**config.mk**
```make
export PLATFORM = sky130hd
export DESIGN_NAME = gate_unit_arbiter
export DESIGN_NICKNAME = d
export VERILOG_FILES = /design/src/rtl/gate_unit_arbiter.sv
export SDC_FILE = /design/constraint.sdc
export NUM_CORES = 1
export LEC_CHECK = 0
export BUFFER_PORTS_ARGS = -buffer_cell sky130_fd_sc_hd__buf_2
export CORE_MARGIN = 2
export CORE_UTILIZATION = 51
export CTS_CLUSTER_DIAMETER = 30
export CTS_CLUSTER_SIZE = 24
export DETAILED_ROUTE_END_ITERATION = 10
export MAX_ROUTING_LAYER = met4
export PLACE_DENSITY = 0.82
export RECOVER_POWER = 100
export SLEW_MARGIN = 20
export SYNTH_ARGS = -nofsm -noshare
export SYNTH_HDL_FRONTEND = slang
export SYNTH_SLANG_ARGS = --single-unit
```
**constraint.sdc**
```tcl
create_clock -name clk -period 2.1 [get_ports clk]
set_input_delay 0.105 -clock clk [delete_from_list [all_inputs] [get_ports clk]]
set_output_delay 0.105 -clock clk [all_outputs]
set_load 0.005 [all_outputs]
```
**src/rtl/gate_unit_arbiter.sv**
```systemverilog
// rtl/gate_unit_arbiter.sv - round-robin arbiter sharing one registered bitwise logic unit
module gate_unit_arbiter #(
    parameter int N_REQ = 4,
    parameter int WIDTH = 8
) (
    input  logic                   clk,
    input  logic                   rst_n,
    input  logic [N_REQ-1:0]       req,
    input  logic [2*N_REQ-1:0]     op,
    input  logic [WIDTH*N_REQ-1:0] a,
    input  logic [WIDTH*N_REQ-1:0] b,
    output logic [N_REQ-1:0]       gnt,
    output logic [N_REQ-1:0]       done,
    output logic [WIDTH-1:0]       result,
    output logic                   busy
);

    localparam int IDXW = (N_REQ > 1) ? $clog2(N_REQ) : 1;

    typedef enum logic [1:0] {
        IDLE = 2'd0,
        EXEC = 2'd1,
        RESP = 2'd2
    } state_t;

    state_t            state;
    state_t            state_nxt;
    logic [IDXW-1:0]   ptr;
    logic [IDXW-1:0]   win_idx;
    logic [1:0]        lat_op;
    logic [WIDTH-1:0]  lat_a;
    logic [WIDTH-1:0]  lat_b;
    logic [WIDTH-1:0]  alu_out;

    logic [1:0]        op_arr [N_REQ];
    logic [WIDTH-1:0]  a_arr  [N_REQ];
    logic [WIDTH-1:0]  b_arr  [N_REQ];

    logic              pick_vld;
    logic [IDXW-1:0]   pick;
    logic [IDXW-1:0]   cand;
    int                cand_i;

    for (genvar g = 0; g < N_REQ; g++) begin : g_unpack
        assign op_arr[g] = op[2*g +: 2];
        assign a_arr[g]  = a[WIDTH*g +: WIDTH];
        assign b_arr[g]  = b[WIDTH*g +: WIDTH];
    end

    // Search starts one past the last winner so every requester gets a turn.
    always_comb begin
        pick_vld = 1'b0;
        pick     = '0;
        cand     = '0;
        cand_i   = 0;
        for (int k = 1; k <= N_REQ; k++) begin
            cand_i = (int'(ptr) + k) % N_REQ;
            cand   = IDXW'(cand_i);
            if (!pick_vld && req[cand]) begin
                pick_vld = 1'b1;
                pick     = cand;
            end
        end
    end

    always_comb begin
        case (lat_op)
            2'b00:   alu_out = lat_a | lat_b;
            2'b01:   alu_out = lat_a & lat_b;
            2'b10:   alu_out = lat_a ^ lat_b;
            default: alu_out = ~(lat_a | lat_b);
        endcase
    end

    always_ff @(posedge clk) begin
        if (!rst_n) begin
            state <= IDLE;
        end else begin
            state <= state_nxt;
        end
    end

    always_comb begin
        state_nxt = state;
        case (state)
            IDLE:    if (pick_vld) state_nxt = EXEC;
            EXEC:    state_nxt = RESP;
            RESP:    state_nxt = IDLE;
            default: state_nxt = IDLE;
        endcase
    end

    // Operands are captured only in IDLE; later input changes cannot disturb an operation.
    always_ff @(posedge clk) begin
        if (!rst_n) begin
            ptr     <= IDXW'(N_REQ - 1);
            win_idx <= '0;
            lat_op  <= '0;
            lat_a   <= '0;
            lat_b   <= '0;
            result  <= '0;
        end else begin
            if (state == IDLE && pick_vld) begin
                win_idx <= pick;
                lat_op  <= op_arr[pick];
                lat_a   <= a_arr[pick];
                lat_b   <= b_arr[pick];
            end
            if (state == EXEC) begin
                result <= alu_out;
            end
            if (state == RESP) begin
                ptr <= win_idx;
            end
        end
    end

    // Outputs decode registered state only, so there is no path from req.
    always_comb begin
        gnt  = '0;
        done = '0;
        busy = 1'b0;
        case (state)
            EXEC: begin
                gnt[win_idx] = 1'b1;
                busy         = 1'b1;
            end
            RESP: begin
                gnt[win_idx]  = 1'b1;
                done[win_idx] = 1'b1;
                busy          = 1'b1;
            end
            default: ;
        endcase
    end

endmodule

```
* After elaboration in Yosys (flattened, before gate mapping)
Index checks and enable logic that the tools add are counted.
W data, S select, Z words.
** Cells by class
- Reduce and logical (&&, ||, !) cells :: 11
- Multiplexer cells :: 33
- Order comparisons :: 7
- Eq/ne operators :: 5
- Bitwise operators :: 5
- Add/subtract/negate cells :: 4
** Operator list (number)
- $bmux W8 S2 :: 2
- $mux W8 :: 4
- $pmux W8 S3 :: 1
- $lt A2 B3 Y1 const B :: 5
- $mux W2 :: 7
- $mux W1 :: 10
- $and A8 B8 Y8 :: 1
- $bmux W1 S2 :: 4
- $mux W4 :: 2
- $not A8 Y8 :: 1
- $or A8 B8 Y8 :: 1
- $xor A8 B8 Y8 :: 1
- $logic_and A1 B1 Y1 :: 5
- $add A2 B1 Y2 const B :: 2
- $add A2 B2 Y2 const B :: 2
- $bmux W2 S2 :: 1
- $eq A2 B1 Y1 const B :: 2
- $eq A2 B2 Y1 const B :: 2
- $logic_not A2 Y1 :: 2
- $pmux W2 S2 :: 1
- $ge A3 B3 Y1 const B :: 1
- $logic_not A1 Y1 :: 3
- $not A2 Y3 :: 1
- $demux W1 S2 :: 1
- 3 further kinds :: 3
** Storage, ports and cells
- Word-level logic and storage cells :: 72
- Input port bits :: 78
- Bits in registers :: 32
- Output and inout bits :: 17

* Longest topological paths before layout
- Depth in word-level cells :: 17
- Mapped depth :: 9

* Least setup slack after synthesis
Ideal clock, no wire load.
- Path kind :: flip-flop to flip-flop
- Start point :: register state[0]
- End point :: register lat_a[5]
- Stages on the path, launching flop included :: 10
- Data arrival time :: 1611 ps
- Setup time :: 80 ps
- Path slack :: 409 ps
- Required time :: 2020 ps
- Path through :: dfxtp_1 inv_1 ha_1 nand2_1 a311o_1 buf_2 buf_6 nor3b_1 mux2i_1 o211ai_1
** Between the ends
- Longest elaborated chain between the ends :: 2
** RTL lines
- start: declaration :: RTL line 26 : state_t state;
- start signal: assignment :: RTL line 79 : state <= state_nxt;
- $logic_not A2 Y1 :: RTL line 103 : if (state == IDLE && pick_vld) begin
- $logic_and A1 B1 Y1 :: RTL line 103
- end signal: assignment :: RTL line 106 : lat_a <= a_arr[pick];
- end: declaration :: RTL line 31 : logic [WIDTH-1:0] lat_a;
Every way passes these cells.
A chain may end at the register's enable or synchronous reset.

* Final worst setup path
- Start point :: register state[0]
- End point :: register lat_op[0]
** Between the ends
- Longest elaborated chain between the ends :: 2
** RTL lines
- $logic_not A2 Y1 :: RTL line 103
- $logic_and A1 B1 Y1 :: RTL line 103
- end signal: assignment :: RTL line 105 : lat_op <= op_arr[pick];
- end: declaration :: RTL line 30 : logic [1:0] lat_op;
Every way passes these cells.

==> results.md <==
- Post-synth ARST share: 0%
- Total Die Area: 5781 um2
- Final ANT Viol Nets: 0
- Hold Crit Class: in -> reg
- TritonCTS clock tree: built
- Final Max Tran Viols: 0
- Post-DR vias/cell: 5.157
- Initial core utilization: 52.48%
- Final TNS setup: 0 ps
- Max FO, Critical Path: 36
- WL met3: 239 um
- Layout net count: 475
- Worst Path Buf+Inv: 2
- DR WL/cell: 13.85 um
- PostCTS Resize Cnt: 0
- Final worst path period share: 89.95%
- Htree depth: 2
- Primary FF master, synth: dfxtp_1
- CP endpoint kind: register
- Die extent in y: 76.04 um
- Sequential share of the synthesized area: 24.21%
- EDFF count, synth: 0
- Top cell type by total area after synthesis: dfxtp_1
- Pin count of the biggest net entering global routing: 38
- Reg area: 640.6 um2
- Via count: 2305
- Core box area: 5042 um2
- Distinct cells, synth: 34
- Met1 WL: 2828 um
- Final hold vios: 0
- Setup-failing EPs final: 0
- First-pass GRT wire length: 10210 um
- # clock sinks: 32
- RSZ-0062 raised after global routing: false
- Delay of the slowest critical-path stage: 330 ps
- Longest Clk Path Bufs: 2
- Worst vdd ir: 0.3506 mV
- Net Count, Synth: 392
- Max-Cap Viols: 0
- GRT overflow: 0
- Startpoint type of the worst setup path: register
- Slowest-stage cell, CP: dfxtp_1
- Gpl congestion: 0.7986
- Clock-pin slew on the worst setup and hold paths: 70 ps
- Detail Route met2 WL: 3038 um
- Fill count: 436
- Drt total wl: 6191 um
- Top-area cell type share of the netlist area: 24.21%
- Final Power: 1.925 mW
- Final Skew: 8.498 ps
- Power per Cell Area: 608.2 nW/um2
- DRC viols: 0
- Total Routing Usage GR: 22.31%
- Layout cells sized above 1: 31.83%
- Chip width: 76.04 um
- Hold_buf cts: 0
- Worst Hold Margin: 120.2 ps
- Most common cell in the netlist: mux2i_1
- Clock latency on the worst-skew pair: 280 ps
- DP HPWL: 4755 um
- Top Family by Delay on Critical Path: compound AO/OA/AOI/OAI gates
- Worst slew pin tran: 666.2 ps
- # IOs: 95
- Area Overhead vs Synth: 19.62%
- Worst path cell trace: inv_1 -> ha_1 -> nand2_1 -> a311o_1 -> buf_4 -> nor3b_1 -> mux2i_1 -> o211ai_2
- # diodes: 0
- Total CTS buffers: 5
- Tmin final: 1889 ps
- Clock root cell: clkbuf_8
- Synth warn: 0
- Pleak: 1.577 nW
- Critical Path RT: 2300 ps
- Post-CTS Setup Repair Bufs: 0
- CP arrival: 2090 ps
- Setup CP Type: reg -> reg
- Run status: completed
- Leading post-synthesis cells by cell area: dfxtp_1, mux2i_1, nor3b_1, ha_1, o211ai_2
- Mapped Cells: 294
- Area occupied by multi-input gates: 1757 um2
- Drt pass-1 iters: 4
- Top sig layer: met4
- Fmax: 0.5294 GHz
- Row count: 26
- Post-synth top cells: mux2i_1, nor3b_1, dfxtp_1
- Flops & latches, synth: 32
- Mapped Area: 2646 um2
- Vias in the first global route: 2220
- Synthesized area per cell: 9.001 um2
- Slew margin rel.: 55.59%
- Initial antenna violation count: 0
- Detailed Route Iter0 Violations: 115
- I/O Buffers: 94
==> through the flow <==
stage               util, %  setup WS, ps  cell area [um2]  std cells
global route          62.78         7.133             3166        447
finish                62.78         211.1             3166        447
CTS                   63.00         233.6             3177        447
global placement      61.46         322.3             3099        440
detailed placement    61.46         256.7             3099        440
floorplan                 -         409.0             2646        294
==> where the power goes <==
group | internal (mW) | switching (mW)
registers | 0.691 | 0.0818
clock network | 0.225 | 0.218
logic | 0.340 | 0.369
total | 1.26 | 0.669
==> cells by family (layout without fill, tap and decap cells) <==
group	count (synthesis)	count (layout)	synth area share, %
mux	55	55	20.99
simple gates	96	96	21.61
buf+inv	47	130	9.598
compound gates	44	44	14.14
fa+ha+maj	20	20	9.456
flops	32	32	24.21
==> state kept, by name (all words and copies together), names as in the netlist <==
signal   flops
lat_b        8
lat_a        8
win_idx      2
result       8
state        2
ptr          2
lat_op       2
==> worst paths after layout <==
path	from	end	slack [ps]	cells past startpoint
setup reg to reg	state[0]	lat_op[0]	210	8
hold reg to reg	result[1]	result[1]	470	1
setup / recovery	state[0]	lat_op[0]	210	8
hold / removal	b[8]	lat_b[0]	120	3
==> worst register-to-register path: cells and delay by family (launching register included) <==
family | cells | cell delay, ps
buffers and inverters | 2 | 350
and+or+nand+nor | 2 | 330
DFF | 1 | 330
adders and majority gates | 1 | 250
muxes | 1 | 140
AOI/OAI and AO/OA | 2 | 400
==> metal layers <==
layer	global-route usage, %	vias to the layer above
met4	7.273	0
met3	2.607	7
li1	-	1201
met5	-	-
met1	28.86	1034
met2	36.61	63
==> final cells by class <==
cell class	count	share of cell area [%]
flip-flops and latches	32	20.24
inverters	23	2.727
clock buffers	6	2.292
clock inverters	1	0.1581
multi-input cells	215	55.49
well taps	70	2.767
repair buffers	100	16.32
==> layout by cell type (no fill, tap or decap), types with 2 or more instances in the layout <==
cell type	Yosys	routed
dfxtp_1	32	32
nor2b_1	6	6
buf_2	5	89
clkbuf_2	0	2
nand2_1	30	30
nor3b_1	38	38
and3_1	3	3
nand2b_1	2	2
a211oi_1	4	4
and2_1	2	2
o211ai_1	14	14
ha_1	20	20
buf_4	4	3
o211ai_2	10	10
nor4_1	2	2
inv_1	23	23
clkbuf_1	5	6
nor2_1	7	7
and3b_1	2	2
mux2i_1	51	51
a21oi_1	6	6
mux2_2	4	4
clkbuf_8	0	5
o211a_1	4	4
Power figures use the tool's default switching activity.
